File: src/rtl/button_conditioner.sv
`default_nettype none
// ============================================================================
// Module   : button_conditioner
// Brief    : Sync + debounce + hold-to-repeat for the inc/dec push-buttons.
// Revision : 1.0  initial release
// ============================================================================
module button_conditioner #(
  parameter int              CNT_W        = 16,
  parameter logic [CNT_W-1:0] DEB_CYCLES   = 16'd1000,
  parameter bit              REPEAT_EN    = 1'b1,
  parameter logic [CNT_W-1:0] REPEAT_DELAY = 16'd50000,
  parameter logic [CNT_W-1:0] REPEAT_RATE  = 16'd10000
) (
  input  logic clk_in,
  input  logic rst,
  input  logic btn_inc_raw,
  input  logic btn_dec_raw,
  output logic inc,
  output logic dec,
  output logic inc_held,
  output logic dec_held
);

  localparam logic [1:0] c_idle   = 2'd0;
  localparam logic [1:0] c_hold   = 2'd1;
  localparam logic [1:0] c_repeat = 2'd2;

  localparam logic [CNT_W-1:0] c_deb_last   = DEB_CYCLES   - CNT_W'(1);
  localparam logic [CNT_W-1:0] c_delay_load = REPEAT_DELAY - CNT_W'(1);
  localparam logic [CNT_W-1:0] c_rate_load  = REPEAT_RATE  - CNT_W'(1);

  // Channel 0 = increment, channel 1 = decrement.
  logic [1:0] w_raw;
  logic [1:0] w_db;
  logic [1:0] w_req;
  logic [1:0] r_pulse;

  assign w_raw = {btn_dec_raw, btn_inc_raw};

  genvar ch;
  generate
    for (ch = 0; ch < 2; ch++) begin : g_ch
      logic             r_sync1;
      logic             r_sync2;
      logic             r_db;
      logic [CNT_W-1:0] r_deb_cnt;
      logic [1:0]       r_state;
      logic [1:0]       w_next_state;
      logic [CNT_W-1:0] r_timer;
      logic [CNT_W-1:0] w_next_timer;
      logic             w_req_ch;

      always_ff @(posedge clk_in or posedge rst) begin
        if (rst) begin
          r_sync1 <= 1'b0;
          r_sync2 <= 1'b0;
        end else begin
          r_sync1 <= w_raw[ch];
          r_sync2 <= r_sync1;
        end
      end

      always_ff @(posedge clk_in or posedge rst) begin
        if (rst) begin
          r_db      <= 1'b0;
          r_deb_cnt <= '0;
        end else if (r_sync2 == r_db) begin
          r_deb_cnt <= '0;
        end else if (r_deb_cnt == c_deb_last) begin
          r_db      <= r_sync2;
          r_deb_cnt <= '0;
        end else begin
          r_deb_cnt <= r_deb_cnt + CNT_W'(1);
        end
      end

      always_ff @(posedge clk_in or posedge rst) begin
        if (rst) begin
          r_state <= c_idle;
          r_timer <= '0;
        end else begin
          r_state <= w_next_state;
          r_timer <= w_next_timer;
        end
      end

      // IDLE with db high can only mean a fresh rising edge: any fall returns here.
      always_comb begin
        w_next_state = r_state;
        w_next_timer = r_timer;
        if (!r_db) begin
          w_next_state = c_idle;
        end else begin
          case (r_state)
            c_idle: begin
              w_next_state = c_hold;
              w_next_timer = c_delay_load;
            end
            c_hold: begin
              if (REPEAT_EN) begin
                if (r_timer == '0) begin
                  w_next_state = c_repeat;
                  w_next_timer = c_rate_load;
                end else begin
                  w_next_timer = r_timer - CNT_W'(1);
                end
              end
            end
            c_repeat: begin
              if (r_timer == '0) begin
                w_next_timer = c_rate_load;
              end else begin
                w_next_timer = r_timer - CNT_W'(1);
              end
            end
            default: w_next_state = c_idle;
          endcase
        end
      end

      always_comb begin
        w_req_ch = 1'b0;
        if (r_db) begin
          case (r_state)
            c_idle:   w_req_ch = 1'b1;
            c_hold:   w_req_ch = REPEAT_EN && (r_timer == '0);
            c_repeat: w_req_ch = (r_timer == '0);
            default:  w_req_ch = 1'b0;
          endcase
        end
      end

      assign w_db[ch]  = r_db;
      assign w_req[ch] = w_req_ch;
    end
  endgenerate

  // A request only makes it out while the opposite button is released.
  always_ff @(posedge clk_in or posedge rst) begin
    if (rst) begin
      r_pulse <= 2'b00;
    end else begin
      r_pulse <= {w_req[1] & ~w_db[0], w_req[0] & ~w_db[1]};
    end
  end

  assign inc      = r_pulse[0];
  assign dec      = r_pulse[1];
  assign inc_held = w_db[0];
  assign dec_held = w_db[1];

endmodule
`default_nettype wire
File: config.mk
export PLATFORM = sky130hd
export DESIGN_NAME = button_conditioner
export DESIGN_NICKNAME = d
export VERILOG_FILES = /design/src/rtl/button_conditioner.sv
export SDC_FILE = /design/constraint.sdc
export NUM_CORES = 1
export LEC_CHECK = 0
export ABC_AREA = 1
export BUFFER_PORTS_ARGS = -buffer_cell sky130_fd_sc_hd__buf_2
export CAP_MARGIN = 20
export CORE_ASPECT_RATIO = 1.4
export CORE_UTILIZATION = 57
export DETAILED_ROUTE_END_ITERATION = 10
export PLACE_DENSITY = 0.86
export SYNTH_ARGS = -nofsm -noshare
export SYNTH_HDL_FRONTEND = slang
export SYNTH_SLANG_ARGS = --single-unit
File: constraint.sdc
create_clock -name clk_in -period 2 [get_ports clk_in]
set_clock_uncertainty 0.1 [all_clocks]
set_input_delay 0.2 -clock clk_in [delete_from_list [all_inputs] [get_ports clk_in]]
set_output_delay 0.2 -clock clk_in [all_outputs]
set_load 0.01 [all_outputs]
==> run_results.csv, run 1 <==
group,metric,value,unit
detailed_routing,drtIter0Drc,182,
detailed_routing,num_vias,3756,
detailed_routing,first_pass_iters,4,
critical_path,cp-end-kind,"flip-flop",
finish,fillers,617,
clocking,root_buffer,"clkbuf_8",
timing,drv_slew,0,
detailed_routing,maxUsedRoutingLayer,"met4",
job,cap_violations,0,
global_route,grt_start_max_net_pins,24,
critical_path,arrival,1.88,ns
placement,dp_hpwl,6.70,mm
detailed_routing,drt-total-wl,9.23,mm
min_path,min_from,"g_ch[1].r_sync1",
global_route,grt_antenna_before_repair,0,
min_path,whs_path_depth,0,
finish,fin_cells,700,
clocking,clk_latency,0.37,ns
finish,num-nets-final,618,
min_path,hold_class,"flip-flop to flip-flop",
critical_path,r2r_slack,0.28,ns
detailed_routing,wl_per_cell,13.2,µm
floorplan,design.core.area,7410,µm²
critical_path,cp.required,2.16,ns
status,status,"finished clean",
global_route,grt_pass1_wl,16.1,mm
placement,numPortBuffers,7,
clocking,cts.sinks,76,
clocking,clockBufferDepth,2,
synthesis,syn_avg_cell_area,7.65,µm²
detailed_routing,drtAntennaViolNets,0,
critical_path,r2r-end,"g_ch[1].r_timer[12]",
synthesis,synth-xor-area-share,5.28,%
synthesis,synth_seq_cells,76,
timing,worst_pin_slew,0.518,ns
finish,final_util,65.3,%
placement,placed_cells,681,
detailed_routing,wl_met1,3.71,mm
global_route,overflow,0,
critical_path,path_max_fanout,10,
clocking,cts_tree,"built",
finish,diodes,0,
synthesis,syn_area,4410,µm²
detailed_routing,viasPerCell,5.37,
synthesis,synth_top_family_by_area,"simple AND/OR/NAND/NOR gates",
clocking,htreeDepth,3,
timing,relSlewSlack,65.4,%
floorplan,io_pins,8,
timing,finalCritPeriodShare,86.1,%
synthesis,synthAdderAreaFrac,4.54,%
pwr,power.density,611,nW/µm²
timing,hold_violations,0,
placement,place_congestion,0.923,
critical_path,worstReg2RegStart,"g_ch[1].r_state[0]",
pwr,p_leak,0.00250,µW
timing,fin_crit,1.72,ns
detailed_routing,wl_met2,4.76,mm
detailed_routing,drc,0,
critical_path,critPathLaunchType,"flip-flop",
clocking,clk_pin_slew,0.08,ns
finish,area_growth,9.68,%
detailed_routing,dr_wl_met3,356,µm
finish,drive_gt1_share,10.6,%
timing,setup_tns,0,ns
global_route,grt_pass1_vias,3745,
critical_path,r2r.worst_path.cells,8,
timing,rsz0062_at_grt,"no",
synthesis,yosys.area_share.simple,36.6,%
synthesis,synth_compound_area_share,3.60,%
synthesis,ys.warnings.count,0,
floorplan,rows,37,
synthesis,netlist_instances,576,
synthesis,synthesis.nets,596,
min_path,hold_end,"g_ch[1].r_sync2",
floorplan,dieArea,8090,µm²
floorplan,dieHeight,106,µm
synthesis,ys_seq_area_share,43.1,%
pwr,max-vdd-ir-drop,0.518,mV
floorplan,fp.dieW,76.3,µm
global_route,track_usage,25.2,%
timing,setup_viol,0,
synthesis,ys_types,34,
critical_path,path_class,"flip-flop to flip-flop",
timing,timing.fmax,580,MHz
clocking,cts_buffers,9,
synthesis,muxShareOfSynthArea,0,%
floorplan,start_util,59.5,%
==> cells by family after synthesis <==
| family | Yosys count |
|---|---|
| DFF | 76 |
| buffers and inverters | 74 |
| and+or+nand+nor | 357 |
| xor gates and xnor gates | 24 |
| AOI/OAI and AO/OA | 29 |
| adders and majority gates | 16 |
==> state kept, by name (all words and copies together) (netlist names) <==
register        count
g_ch.r_sync1        2
g_ch.r_sync2        2
inc_held            1
dec_held            1
r_pulse             2
g_ch.r_timer       32
g_ch.r_state        4
g_ch.r_deb_cnt     32
==> metal layers <==
layer	vias up	global-route usage, %
met5	-	0
met4	0	18.4
met3	34	4.03
met2	100	43.9
met1	1765	27.6
li1	1857	-
==> synthesized netlist by cell type, drive strengths merged <==
| master | number | area share, % |
|---|---|---|
| a21oi | 9 | 1.0 |
| a22oi | 2 | 0.34 |
| a31oi | 3 | 0.43 |
| buf | 4 | 0.71 |
| dfrtp | 76 | 43 |
| ha | 16 | 4.5 |
| inv | 70 | 6.1 |
| nand2 | 156 | 14 |
| nand3 | 40 | 4.7 |
| nand3b | 6 | 1.0 |
| nand4 | 9 | 1.3 |
| nor2 | 117 | 12 |
| nor3 | 24 | 3.3 |
| nor3b | 4 | 0.68 |
| o21ai | 13 | 1.5 |
| o21bai | 2 | 0.34 |
| or3 | 1 | 0.14 |
| xnor2 | 5 | 1.3 |
| xor2 | 19 | 3.9 |
==> cell type report <==
class / count / area, µm² / area share, %
timing repair buffer: 15 / 115 / 2.38
multi-input combinational: 426 / 2200 / 45.6
inverter: 70 / 274 / 5.67
sequential: 76 / 1900 / 39.3
clock buffer: 12 / 145 / 3.00
tap: 97 / 121 / 2.51
clock inverter: 4 / 72.6 / 1.50
==> cells in the final DEF, fill, tap and decap left out, drive strengths merged, types with 12 or more instances in the layout <==
cell    netlist  final
nand2       156    156
nor2        117    117
dfrtp        76     76
inv          70     69
nand3        40     40
nor3         24     24
xor2         19     19
ha           16     16
o21ai        13     13
clkbuf        0     12
buf           4     12
==> critical path, cell delays in order (launching register included) <==
cell	delay, ns
dfrtp_1	0.44
ha_1	0.29
nor2_8	0.25
nand2_4	0.11
nor2_4	0.12
nand2_2	0.08
xnor2_2	0.13
nand2_1	0.06
inv_1	0.04
==> stage by stage <==
| stage | total power [µW] | area (µm²) | setup WS (ns) | hold WS (ns) |
|---|---|---|---|---|
| after floorplan | 1640 | 4410 | 0.459 | 0.131 |
| after global placement | 1660 | 4590 | 0.405 | 0.161 |
| after detailed placement | 1670 | 4590 | 0.314 | 0.167 |
| after CTS | 2980 | 4830 | 0.277 | 0.258 |
| after global routing | 3050 | 4830 | 0.110 | 0.258 |
| final | 2960 | 4830 | 0.277 | 0.253 |
==> how the worst max path moves through the flow <==
stage	start	to	slack, ns
floorplan	g_ch[1].r_state[0]	g_ch[1].r_timer[12]	0.46
global placement	g_ch[1].r_state[0]	g_ch[1].r_timer[12]	0.40
detailed placement	g_ch[1].r_state[0]	g_ch[1].r_timer[4]	0.31
CTS	g_ch[1].r_state[0]	g_ch[1].r_timer[4]	0.28
global route	g_ch[1].r_deb_cnt[0]	g_ch[1].r_deb_cnt[8]	0.11
finish	g_ch[1].r_state[0]	g_ch[1].r_timer[12]	0.28
==> timing repair <==
item | in CTS | in global routing
gates resized for setup | 0 | 0
setup buffers | 0 | 0
hold buffers | 3 | 0
endpoints found under the hold margin | 22 | 0
==> report_power, final <==
part	switching (µW)	internal, µW	leakage, µW	total, µW
logic	54.4	26.4	0.00134	80.7
clock network	580	736	0.000107	1320
registers	10.0	1550	0.00105	1560
Power figures use the tool's default switching activity.
==> inputs of run 2 (changes only) <==
CORE_ASPECT_RATIO = not set   (was 1.4)
CORE_UTILIZATION = 60   (was 57)
PLACE_DENSITY = 0.87   (was 0.86)
clock period = 1.7 ns   (was 2 ns; I/O delays follow)
==> run 2 against run 1 <==
  * Clock power is 23% higher
  * Wire length is 1.5% higher
  * Setup slack worse by 0.18 ns
  * Worst hold slack worse by 0.0013 ns
  * Die area is 5.0% lower
  * Sequential share of layout area is 1.0 points lower
  * Critical path depth is 2 lower
  * Sequential power is 18% higher
  * Via count is 1.2% higher
  * Final area is 2.8% higher
  * Cell count is 0.86% higher
  * Combinational power is 24% higher
  * Largest power group unchanged
==> run_results.csv, run 2 (same netlist as run 1, synthesis figures left out) <==
group,metric,value,unit
clocking,clockBufferDepth,2,
job,cap_violations,0,
floorplan,design.core.area,6940,µm²
critical_path,path_class,"flip-flop to flip-flop",
finish,fin_area,4970,µm²
pwr,power.density,716,nW/µm²
floorplan,dieArea,7690,µm²
status,status,"finished clean",
clocking,cts.sinks,76,
placement,place_congestion,0.899,
critical_path,arrival,1.81,ns
min_path,hold_end,"g_ch[0].r_sync2",
global_route,grt_pass1_vias,3693,
floorplan,io_pins,8,
finish,top_regs,"g_ch.r_deb_cnt: 32 flops, g_ch.r_timer: 32 flops, g_ch.r_state: 4 flops",
critical_path,cpMaxStageDelayCell,"ha_1",
timing,setup_slack,0.100,ns
timing,fin_crit,1.60,ns
timing,setup_tns,0,ns
clocking,cts_tree,"built",
timing,relSlewSlack,66.7,%
critical_path,cp.required,1.91,ns
critical_path,cpPeakStageDelay,0.42,ns
floorplan,fp.dieW,87.7,µm
clocking,root_buffer,"clkbuf_8",
global_route,grt_antenna_before_repair,0,
timing,timing.fmax,625,MHz
timing,finalCritPeriodShare,94.1,%
clocking,cts_buffers,9,
critical_path,crit_chain,"inv_1 -> ha_1 -> inv_1 -> nor2_2 -> o21ai_0 -> nand2_1",
detailed_routing,num_vias,3802,
pwr,max-vdd-ir-drop,0.404,mV
min_path,min_from,"g_ch[0].r_sync1",
critical_path,r2r.worst_path.cells,6,
placement,pre_cts_ws,0.0487,ns
critical_path,r2r_slack,0.1,ns
timing,hold_violations,0,
clocking,clk_latency,0.36,ns
critical_path,critPathLaunchType,"flip-flop",
global_route,overflow,0,
detailed_routing,wl_per_cell,13.3,µm
pwr,total_power,3560,µW
critical_path,path_delay_family,"adder cells",
finish,drive_gt1_share,14.6,%
pwr,p_leak,0.00256,µW
placement,placed_cell_area,4610,µm²
finish,final_common_cell,"nand2_1",
detailed_routing,drtIter0Drc,184,
critical_path,path_max_fanout,6,
timing,worst_pin_slew,0.498,ns
timing,setup_viol,0,
detailed_routing,drc,0,
critical_path,worstReg2RegStart,"g_ch[1].r_state[1]",
detailed_routing,drtAntennaViolNets,0,
min_path,hold_class,"flip-flop to flip-flop",
global_route,track_usage,26.8,%
critical_path,crit_path_start,"g_ch[1].r_state[1]",
critical_path,r2r-end,"g_ch[1].r_timer[13]",
global_route,grt_pass1_wl,16.0,mm
clocking,clk_pin_slew,0.08,ns
min_path,whs_path_depth,0,
finish,area_growth,12.7,%
critical_path,worst-path-buf-inv,2,
floorplan,start_util,63.5,%
critical_path,cp-end-kind,"flip-flop",
floorplan,rows,30,
finish,final_cell_mix,"nand2_1 (148), nor2_1 (94), dfrtp_1 (75)",
placement,numPortBuffers,7,
clocking,htreeDepth,3,
detailed_routing,viasPerCell,5.39,
finish,num-nets-final,626,
finish,diodes,0,
floorplan,dieHeight,87.7,µm
placement,dp_hpwl,6.51,mm
timing,drv_slew,0,
detailed_routing,first_pass_iters,5,
critical_path,path_common_cell,"inv_1",
detailed_routing,drt-total-wl,9.37,mm
global_route,grt_start_max_net_pins,25,
-- run 2: cell count changes in the layout (fill, tap and decap cells not counted), moves of 2 or more --
cell / delta
buf_4: +7
clkbuf_1: -2
clkbuf_8: +2
ha_1: -3
ha_2: +3
inv_1: -2
inv_2: +2
nor2_1: -8
nor2_2: +7
-- run 2: how the worst max path moves through the flow --
| stage | to | depth (start not counted) |
|---|---|---|
| floorplan | g_ch[1].r_timer[12] | 8 |
| global placement | g_ch[1].r_deb_cnt[7] | 6 |
| detailed placement | g_ch[1].r_deb_cnt[7] | 6 |
| CTS | g_ch[1].r_timer[12] | 8 |
| global route | g_ch[1].r_state[0] | 8 |
| finish | g_ch[1].r_timer[13] | 6 |
-- run 2: area by class of cell --
class / instances / area [µm²]
Multi-Input combinational cell: 426 / 2250
Fill cell: 501 / 1980
Sequential cell: 76 / 1900
Inverter: 70 / 274
Timing Repair Buffer: 23 / 188
Clock buffer: 12 / 165
Tap cell: 96 / 120
Clock inverter: 3 / 68.8
-- run 2: per-layer routing --
layer | global-route usage (%) | vias to the layer above | share of wire [%]
li1 | - | 1872 | -
met1 | 33.2 | 1762 | 42
met2 | 46.5 | 150 | 51
met3 | 4.81 | 18 | 6.0
met4 | 10.4 | 0 | 1.9
met5 | 0 | - | 0
-- run 2: worst register-to-register path, cell delays in order (launching register included) --
cell and delay [ns]:
dfrtp_1 0.41, inv_1 0.12, ha_1 0.42, inv_1 0.11, nor2_2 0.20, o21ai_0 0.13
nand2_1 0.07
-- run 2: stage by stage --
| step | std cells | util (%) | hold WS, ns |
|---|---|---|---|
| after detailed placement | 682 | 66.4 | 0.127 |
| final | 706 | 71.5 | 0.252 |
| after CTS | 700 | 70.2 | 0.255 |
| after global placement | 682 | 66.4 | 0.119 |
| after global routing | 706 | 71.5 | 0.265 |
| after floorplan | 576 | - | 0.101 |
-- run 2: report_power, final --
part	leakage, µW	total [µW]	internal, µW	switching (µW)
logic	0.00139	100	35.1	65.0
clock network	0.000119	1620	942	679
registers	0.00105	1840	1820	13.6
-- run 2: repair_timing --
| item | 4_1_cts | 5_1_grt |
|---|---|---|
| setup buffers | 0 | 6 |
| hold endpoints to repair | 20 | 0 |
| hold buffers | 3 | 0 |
| resized for setup | 0 | 18 |
| endpoints found under the setup margin | 0 | 31 |
